==> config.mk <==
export PLATFORM = sky130hd
export DESIGN_NAME = hpdcache_sram_rmw_ctrl_flat
export DESIGN_NICKNAME = d
export VERILOG_FILES = /design/src/rtl/hpdcache_sram_rmw_ctrl_if.sv /design/src/rtl/hpdcache_sram_rmw_ctrl.sv /design/src/flat_wrapper.sv
export SDC_FILE = /design/constraint.sdc
export NUM_CORES = 1
export LEC_CHECK = 0
export CAP_MARGIN = 20
export CORE_MARGIN = 4
export CORE_UTILIZATION = 41
export CTS_CLUSTER_DIAMETER = 30
export CTS_CLUSTER_SIZE = 12
export DETAILED_ROUTE_END_ITERATION = 16
export PLACE_DENSITY = 0.83
export SYNTH_ARGS = -nofsm -noshare
export SYNTH_HDL_FRONTEND = slang
export SYNTH_SLANG_ARGS = --single-unit
==> constraint.sdc <==
create_clock -name clk -period 5.5 [get_ports clk]
set_input_delay 1.65 -clock clk [delete_from_list [all_inputs] [get_ports clk]]
set_output_delay 1.65 -clock clk [all_outputs]
set_load 0.1 [all_outputs]
==> src/rtl/hpdcache_sram_rmw_ctrl_if.sv <==
// Request/response and SRAM-macro bus bundle for hpdcache_sram_rmw_ctrl.
// The master modport is the environment side: it issues requests and owns
// the macro read data. The slave modport is the controller side.
interface hpdcache_sram_rmw_ctrl_if #(
  parameter int ADDR_SIZE = 7,
  parameter int DATA_SIZE = 64
);
  localparam int BE_SIZE = DATA_SIZE / 8;

  logic                 req_valid;
  logic                 req_ready;
  logic                 req_we;
  logic [ADDR_SIZE-1:0] req_addr;
  logic [DATA_SIZE-1:0] req_wdata;
  logic [BE_SIZE-1:0]   req_wbyteenable;
  logic                 rsp_valid;
  logic [DATA_SIZE-1:0] rsp_rdata;
  logic                 sram_cs;
  logic                 sram_we;
  logic [ADDR_SIZE-1:0] sram_addr;
  logic [DATA_SIZE-1:0] sram_wdata;
  logic [DATA_SIZE-1:0] sram_rdata;

  modport master (
    output req_valid, req_we, req_addr, req_wdata, req_wbyteenable,
    input  req_ready, rsp_valid, rsp_rdata,
    input  sram_cs, sram_we, sram_addr, sram_wdata,
    output sram_rdata
  );

  modport slave (
    input  req_valid, req_we, req_addr, req_wdata, req_wbyteenable,
    output req_ready, rsp_valid, rsp_rdata,
    output sram_cs, sram_we, sram_addr, sram_wdata,
    input  sram_rdata
  );
endinterface

==> src/rtl/hpdcache_sram_rmw_ctrl.sv <==
// Controller for a 1RW full-word SRAM macro without byte-enable pins.
// Full-mask writes and reads take one cycle; partial-mask writes become a
// two-cycle read-modify-write (read phase in IDLE, merged write in MERGE).
// Optional feature macro: HPDCACHE_SRAM_RMW_PERF_EN adds the saturating
// counters perf_rmw_cnt and perf_full_wr_cnt.
module hpdcache_sram_rmw_ctrl #(
  parameter int ADDR_SIZE = 7,
  parameter int DATA_SIZE = 64
) (
  input  logic                   clk,
  input  logic                   rst,
  hpdcache_sram_rmw_ctrl_if.slave bus
`ifdef HPDCACHE_SRAM_RMW_PERF_EN
  ,
  output logic [31:0]            perf_rmw_cnt,
  output logic [31:0]            perf_full_wr_cnt
`endif
);
  localparam int BE_SIZE = DATA_SIZE / 8;

  typedef enum logic {IDLE, MERGE} state_e;

  state_e               state_q, state_d;
  logic                 rsp_vld_p1;
  logic [ADDR_SIZE-1:0] rmw_addr_p1;
  logic [DATA_SIZE-1:0] rmw_wdata_p1;
  logic [BE_SIZE-1:0]   rmw_be_p1;

  logic                 req_ready;
  logic                 sram_cs;
  logic                 sram_we;
  logic [ADDR_SIZE-1:0] sram_addr;
  logic [DATA_SIZE-1:0] sram_wdata;
  logic                 rd_acc;
  logic                 full_wr;
  logic                 part_wr;

  // Byte-wise merge: masked bytes from new data, the rest from the old word.
  function automatic logic [DATA_SIZE-1:0] merge_bytes(
    input logic [DATA_SIZE-1:0] old_word,
    input logic [DATA_SIZE-1:0] new_word,
    input logic [BE_SIZE-1:0]   be
  );
    logic [DATA_SIZE-1:0] res;
    res = old_word;
    for (int i = 0; i < BE_SIZE; i++) begin
      if (be[i]) res[8*i +: 8] = new_word[8*i +: 8];
    end
    return res;
  endfunction

  // Next state and macro drive; everything is held quiet while rst is high.
  always_comb begin
    state_d    = state_q;
    req_ready  = 1'b0;
    sram_cs    = 1'b0;
    sram_we    = 1'b0;
    sram_addr  = '0;
    sram_wdata = '0;
    rd_acc     = 1'b0;
    full_wr    = 1'b0;
    part_wr    = 1'b0;
    if (!rst) begin
      case (state_q)
        IDLE: begin
          req_ready = 1'b1;
          if (bus.req_valid) begin
            if (!bus.req_we) begin
              rd_acc    = 1'b1;
              sram_cs   = 1'b1;
              sram_addr = bus.req_addr;
            end else if (&bus.req_wbyteenable) begin
              full_wr    = 1'b1;
              sram_cs    = 1'b1;
              sram_we    = 1'b1;
              sram_addr  = bus.req_addr;
              sram_wdata = bus.req_wdata;
            end else if (|bus.req_wbyteenable) begin
              // Read phase of the RMW; the old word arrives next cycle.
              part_wr   = 1'b1;
              sram_cs   = 1'b1;
              sram_addr = bus.req_addr;
              state_d   = MERGE;
            end
          end
        end
        MERGE: begin
          sram_cs    = 1'b1;
          sram_we    = 1'b1;
          sram_addr  = rmw_addr_p1;
          sram_wdata = merge_bytes(bus.sram_rdata, rmw_wdata_p1, rmw_be_p1);
          state_d    = IDLE;
        end
        default: state_d = IDLE;
      endcase
    end
  end

  // State and read-response valid; reset drops any pending merged write.
  always_ff @(posedge clk or posedge rst) begin
    if (rst) begin
      state_q    <= IDLE;
      rsp_vld_p1 <= 1'b0;
    end else begin
      state_q    <= state_d;
      rsp_vld_p1 <= rd_acc;
    end
  end

  // ---- p1: RMW context captured at the read phase ----
  always_ff @(posedge clk or posedge rst) begin
    if (rst) begin
      rmw_addr_p1  <= '0;
      rmw_wdata_p1 <= '0;
      rmw_be_p1    <= '0;
    end else if (part_wr) begin
      rmw_addr_p1  <= bus.req_addr;
      rmw_wdata_p1 <= bus.req_wdata;
      rmw_be_p1    <= bus.req_wbyteenable;
    end
  end

  assign bus.req_ready  = req_ready;
  assign bus.sram_cs    = sram_cs;
  assign bus.sram_we    = sram_we;
  assign bus.sram_addr  = sram_addr;
  assign bus.sram_wdata = sram_wdata;
  assign bus.rsp_valid  = rsp_vld_p1;
  assign bus.rsp_rdata  = rsp_vld_p1 ? bus.sram_rdata : '0;

`ifdef HPDCACHE_SRAM_RMW_PERF_EN
  function automatic logic [31:0] sat_inc(input logic [31:0] v);
    return (&v) ? v : v + 32'd1;
  endfunction

  // Saturating event counters for RMW entries and full-mask writes.
  always_ff @(posedge clk or posedge rst) begin
    if (rst) begin
      perf_rmw_cnt     <= '0;
      perf_full_wr_cnt <= '0;
    end else begin
      if (part_wr) perf_rmw_cnt     <= sat_inc(perf_rmw_cnt);
      if (full_wr) perf_full_wr_cnt <= sat_inc(perf_full_wr_cnt);
    end
  end
`endif
endmodule

==> src/flat_wrapper.sv <==
// flat-port wrapper written by rule: the top's interface ports become plain ports
module hpdcache_sram_rmw_ctrl_flat 
#(
  parameter int ADDR_SIZE = 7,
  parameter int DATA_SIZE = 64
)
  (clk, rst, bus_req_valid, bus_req_we, bus_req_addr, bus_req_wdata, bus_req_wbyteenable, bus_req_ready, bus_rsp_valid, bus_rsp_rdata, bus_sram_cs, bus_sram_we, bus_sram_addr, bus_sram_wdata, bus_sram_rdata);
  hpdcache_sram_rmw_ctrl_if #(.ADDR_SIZE(ADDR_SIZE), .DATA_SIZE(DATA_SIZE)) bus_i ();
  input  logic clk;
  input  logic rst;
  input wire logic [$bits(bus_i.req_valid)-1:0] bus_req_valid;
  input wire logic [$bits(bus_i.req_we)-1:0] bus_req_we;
  input wire logic [$bits(bus_i.req_addr)-1:0] bus_req_addr;
  input wire logic [$bits(bus_i.req_wdata)-1:0] bus_req_wdata;
  input wire logic [$bits(bus_i.req_wbyteenable)-1:0] bus_req_wbyteenable;
  output wire logic [$bits(bus_i.req_ready)-1:0] bus_req_ready;
  output wire logic [$bits(bus_i.rsp_valid)-1:0] bus_rsp_valid;
  output wire logic [$bits(bus_i.rsp_rdata)-1:0] bus_rsp_rdata;
  output wire logic [$bits(bus_i.sram_cs)-1:0] bus_sram_cs;
  output wire logic [$bits(bus_i.sram_we)-1:0] bus_sram_we;
  output wire logic [$bits(bus_i.sram_addr)-1:0] bus_sram_addr;
  output wire logic [$bits(bus_i.sram_wdata)-1:0] bus_sram_wdata;
  input wire logic [$bits(bus_i.sram_rdata)-1:0] bus_sram_rdata;
  assign bus_i.req_valid = bus_req_valid;
  assign bus_i.req_we = bus_req_we;
  assign bus_i.req_addr = bus_req_addr;
  assign bus_i.req_wdata = bus_req_wdata;
  assign bus_i.req_wbyteenable = bus_req_wbyteenable;
  assign bus_req_ready = bus_i.req_ready;
  assign bus_rsp_valid = bus_i.rsp_valid;
  assign bus_rsp_rdata = bus_i.rsp_rdata;
  assign bus_sram_cs = bus_i.sram_cs;
  assign bus_sram_we = bus_i.sram_we;
  assign bus_sram_addr = bus_i.sram_addr;
  assign bus_sram_wdata = bus_i.sram_wdata;
  assign bus_i.sram_rdata = bus_sram_rdata;
  hpdcache_sram_rmw_ctrl #(.ADDR_SIZE(ADDR_SIZE), .DATA_SIZE(DATA_SIZE)) u_core (.clk(clk), .rst(rst), .bus(bus_i));
endmodule
Yosys cells after proc, flatten, opt, wreduce, memory -nomap -nowiden
Index checks and enable logic that the tools add are counted.
Widths: inputs -> output; s select.
{"block": "op_classes", "n_shift": 0, "addsub": 0, "magnitude_cmp": 0, "multipliers": 0, "eq_ne": 0, "n_div": 0, "mux": 43, "reduce_logical": 2, "bitwise_logic": 1}
{"operator": "$mux 64", "count": 5}
{"operator": "$pmux 64 s2", "count": 1}
{"operator": "$mux 8", "count": 8}
{"operator": "$mux 7", "count": 5}
{"operator": "$mux 1", "count": 20}
{"operator": "$pmux 7 s2", "count": 1}
{"operator": "$reduce_and 8->1", "count": 1}
{"operator": "$reduce_or 8->1", "count": 1}
{"operator": "$pmux 1 s2", "count": 3}
{"operator": "$not 1->1", "count": 1}
{"block": "totals", "romBits": 0, "reg_bits": 81, "memories": 0, "in_bits": 147, "wordCells": 51, "ramBits": 0, "latch_bits": 0, "out_inout_bits": 139}

Depth between registers and ports, before layout
{"block": "depth", "depth_word": 7, "ltp_mapped": 5, "depth_no_buf": 4}

Worst setup path after synthesis
Ideal clock, no wire load.
{"block": "synth_timing", "path_type": "input-to-output", "from": "input port bus_req_wbyteenable[7]", "to": "output port bus_sram_wdata[23]", "t_arrival_ns": 3.906, "cell_stages": 5, "n_path_buf": 1, "slack_ns": -0.056, "path_cell_list": "nand4_2 > nor4_4 > buf_6 > a22oi_1 > nor2_1"}
{"block": "synth_between", "elab_chain_cells": 6}
{"item": "start, declared", "line": "flat_wrapper.sv:15", "rtl": "input wire logic [$bits(bus_i.req_wbyteenable)-1:0] bus_req_wbyteenable;"}
{"item": "$reduce_and 8->1", "line": "hpdcache_sram_rmw_ctrl.sv:72", "rtl": "end else if (&bus.req_wbyteenable) begin"}
{"item": "$mux 64", "line": "hpdcache_sram_rmw_ctrl.sv:72"}
{"item": "$mux 64", "line": "hpdcache_sram_rmw_ctrl.sv:68", "rtl": "if (!bus.req_we) begin"}
{"item": "$mux 64", "line": "hpdcache_sram_rmw_ctrl.sv:67", "rtl": "if (bus.req_valid) begin"}
{"item": "$pmux 64 s2", "line": "hpdcache_sram_rmw_ctrl.sv:64", "rtl": "case (state_q)"}
{"item": "$mux 64", "line": "hpdcache_sram_rmw_ctrl.sv:63", "rtl": "if (!rst) begin"}
{"item": "end, declared", "line": "flat_wrapper.sv:22", "rtl": "output wire logic [$bits(bus_i.sram_wdata)-1:0] bus_sram_wdata;"}
No other way between the ends.

Final worst setup path
{"block": "layout_timing", "from": "input port bus_req_wbyteenable[1]", "to": "output port bus_sram_wdata[0]"}
Same word-level chain as after synthesis.

==> run summary <==
Final Cell Area = 9570 µm²
Yosys warns = 0
FMAX = 187 MHz
Logic pwr share = 41.6%
Die area = 15600 µm²
TritonCTS Sinks = 81
Area Overhead vs Synth = 70.4%
Final worst slack = 0.140 ns
Routed vias = 5012
Initial antenna violation count = 1
H-tree levels = 3
Final slew viol count = 0
Yosys cell types = 28
Setup violators final = 0
CTS Buf Count = 9
Clock share of power = 25.1%
WP data arrival = 3.71 ns
Data required, critical path = 3.85 ns
Total power = 0.00258 W
TritonCTS clock tree = yes
Die X-Extent = 125 µm
Clock Pin Slew Worst Setup and Hold Paths = 0.06 ns
First-pass GRT wire length = 29800 µm
Worst-margin pin slew = 1.01 ns
Net count, final = 905
Post-DP Area = 9220 µm²
CTS max path bufs = 2
Status = complete, no violations
Starting Density = 42.1%
FF+latch count, synth = 81
Root buffer cell = clkbuf_16
Type of origin of the critical path = primary input
Hold EP = u_core.rmw_wdata_p1[63]
Number of DRC markers in iteration 0 = 247
Post-CTS setup buffer count = 0
Final global-route overflow total = 0
Crit Path Class = primary input to primary output
P_sw = 0.000880 W
R2r worst-path depth = 4
Core ar. = 13300 µm²
Slew margin rel. = 32.6%
P_leak = 4.15 nW
Max-cap check violation count = 0
Crit-path max FO = 26
Cell row count = 42
Die Span Y = 125 µm
IO buf count = 285
CTS Hold Buffers Added = 0
Net Sw Frac = 34.0%
FF-to-FF setup slack = 2.97 ns
Commonest non-fill, non-tap cell in the layout = clkdlybuf4s50_1
Worst Hold Class = register to register
Final Core Density = 71.7%
Final Cycle Share = 97.5%
Worst-Skew Late Latency = 0.33 ns
Share of cells above drive strength 1 = 49.8%
Worst vdd ir = 0.142 mV
Detail Route Antenna Nets = 0
Final Critical Period = 5.36 ns
Via density = 5.33
FF-to-FF Start = u_core.state_q
Largest net degree at the start of global routing = 76
GRT Util Overall = 23.4%
Syn nets = 645
Hold path start = u_core.rmw_wdata_p1[63]
Int Power = 0.00170 W
First-pass detailed-route iteration total = 4
Setup Total Neg Slack = 0 ns
Synthesized area = 5620 µm²
Syn Area/Cell = 11.3 µm²
Post-place setup slack = 0.110 ns
PostCTS Resize Cnt = 0
Top Ports = 286
DRT Wirelength = 18500 µm
Vias in the first global route = 5415
Hold depth = 1
Drt wl/cell = 19.7 µm
Part of the power in registers = 33.3%
Crit. End Element = primary output
Layout Skew = 0.00442 ns
Hold Fails Final Rpt = 0
Seq/Total Area, Yosys = 36.1%
RePlAce Congestion = 0.837
R2r endpoint = u_core.rmw_wdata_p1[61]
Mapped Cells = 498
DRC Markers = 0
Pwr/cell area = 270 nW/µm²
DP HPWL = 13900 µm
Unrepaired setup endpoints after global routing = false
Most frequent cells in the layout = 145 x clkdlybuf4s50_1, 80 x dfrtp_1, 79 x mux2_4
[worst max path at each step]
| stage | to | startpoint | cells past startpoint |
|---|---|---|---|
| final | bus_sram_wdata[0] | bus_req_wbyteenable[1] | 7 |
| after global routing | bus_sram_wdata[63] | bus_req_wbyteenable[5] | 7 |
| after CTS | bus_sram_wdata[63] | bus_req_wbyteenable[1] | 7 |
| after detailed placement | bus_sram_wdata[63] | bus_req_wbyteenable[1] | 7 |
| after global placement | bus_sram_wdata[63] | bus_req_wbyteenable[1] | 7 |
| after floorplan | bus_sram_wdata[0] | bus_req_wbyteenable[7] | 4 |
[state kept, by name (all words and copies together) (netlist names)]
| register | flops |
|---|---|
| u_core.state_q | 1 |
| u_core.bus.rsp_valid | 1 |
| u_core.rmw_addr_p1 | 7 |
| u_core.rmw_wdata_p1 | 64 |
| u_core.rmw_be_p1 | 8 |
[synthesized netlist by cell type, drive strengths merged]
master,n,area (µm²)
dfrtp,81,2030
and2,64,400
mux2,143,1910
a21oi,2,10.0
nor4,3,46.3
a2111oi,1,15.0
nand3,1,5.00
nand2,4,15.0
nand4,2,18.8
nor2b,1,6.26
nor2,74,280
o21ai,1,8.76
clkbuf,26,101
buf,21,191
nand4b,1,8.76
a22oi,64,505
nor4b,1,8.76
inv,1,3.75
a32oi,6,52.6
nor3,1,5.00
[metrics by stage]
step	instances	hold WS, ns
2_1_floorplan	498	0.476
3_3_place_gp	922	0.488
3_5_place_dp	922	0.487
4_1_cts	938	0.507
5_1_grt	940	0.515
6_report	940	0.505
[power groups by stage]
stage	logic, W	clock network (W)	registers, W
floorplan	0.000796	0	0.000788
global placement	0.00106	0	0.000854
detailed placement	0.00108	0	0.000864
CTS	0.00108	0.000666	0.000858
global route	0.00113	0.000694	0.000877
finish	0.00108	0.000649	0.000860
[metal layers]
metal / share of wire, % / GRT usage, % / up-vias
met2: 51 / 40.9 / 218
met1: 38 / 26.9 / 2436
met4: 4.1 / 10.9 / 0
li1: - / - / 2309
met3: 6.6 / 5.59 / 49
met5: 0 / 0 / -
[kinds of logic after synthesis]
logic type | share of synthesized area (%)
buf+inv | 5.28
flops | 36.1
compound gates | 10.5
simple gates | 14.1
mux | 33.9
[cell type report]
class	instances	area, µm²
clock inverter	2	60.1
sequential	81	2030
antenna	1	2.50
timing repair buffer	296	3540
multi-input combinational	369	3450
fill	941	3780
tap	176	220
inverter	1	5.00
clock buffer	14	264
[worst max-delay path, stage by stage]
cell             delay [ns]
clkdlybuf4s50_1        0.60
nand4_1                0.25
nor4_4                 0.28
buf_4                  0.36
a22oi_1                0.14
nor2_1                 0.22
buf_12                 0.21
No activity file was read; power rests on OpenSTA's default activity.
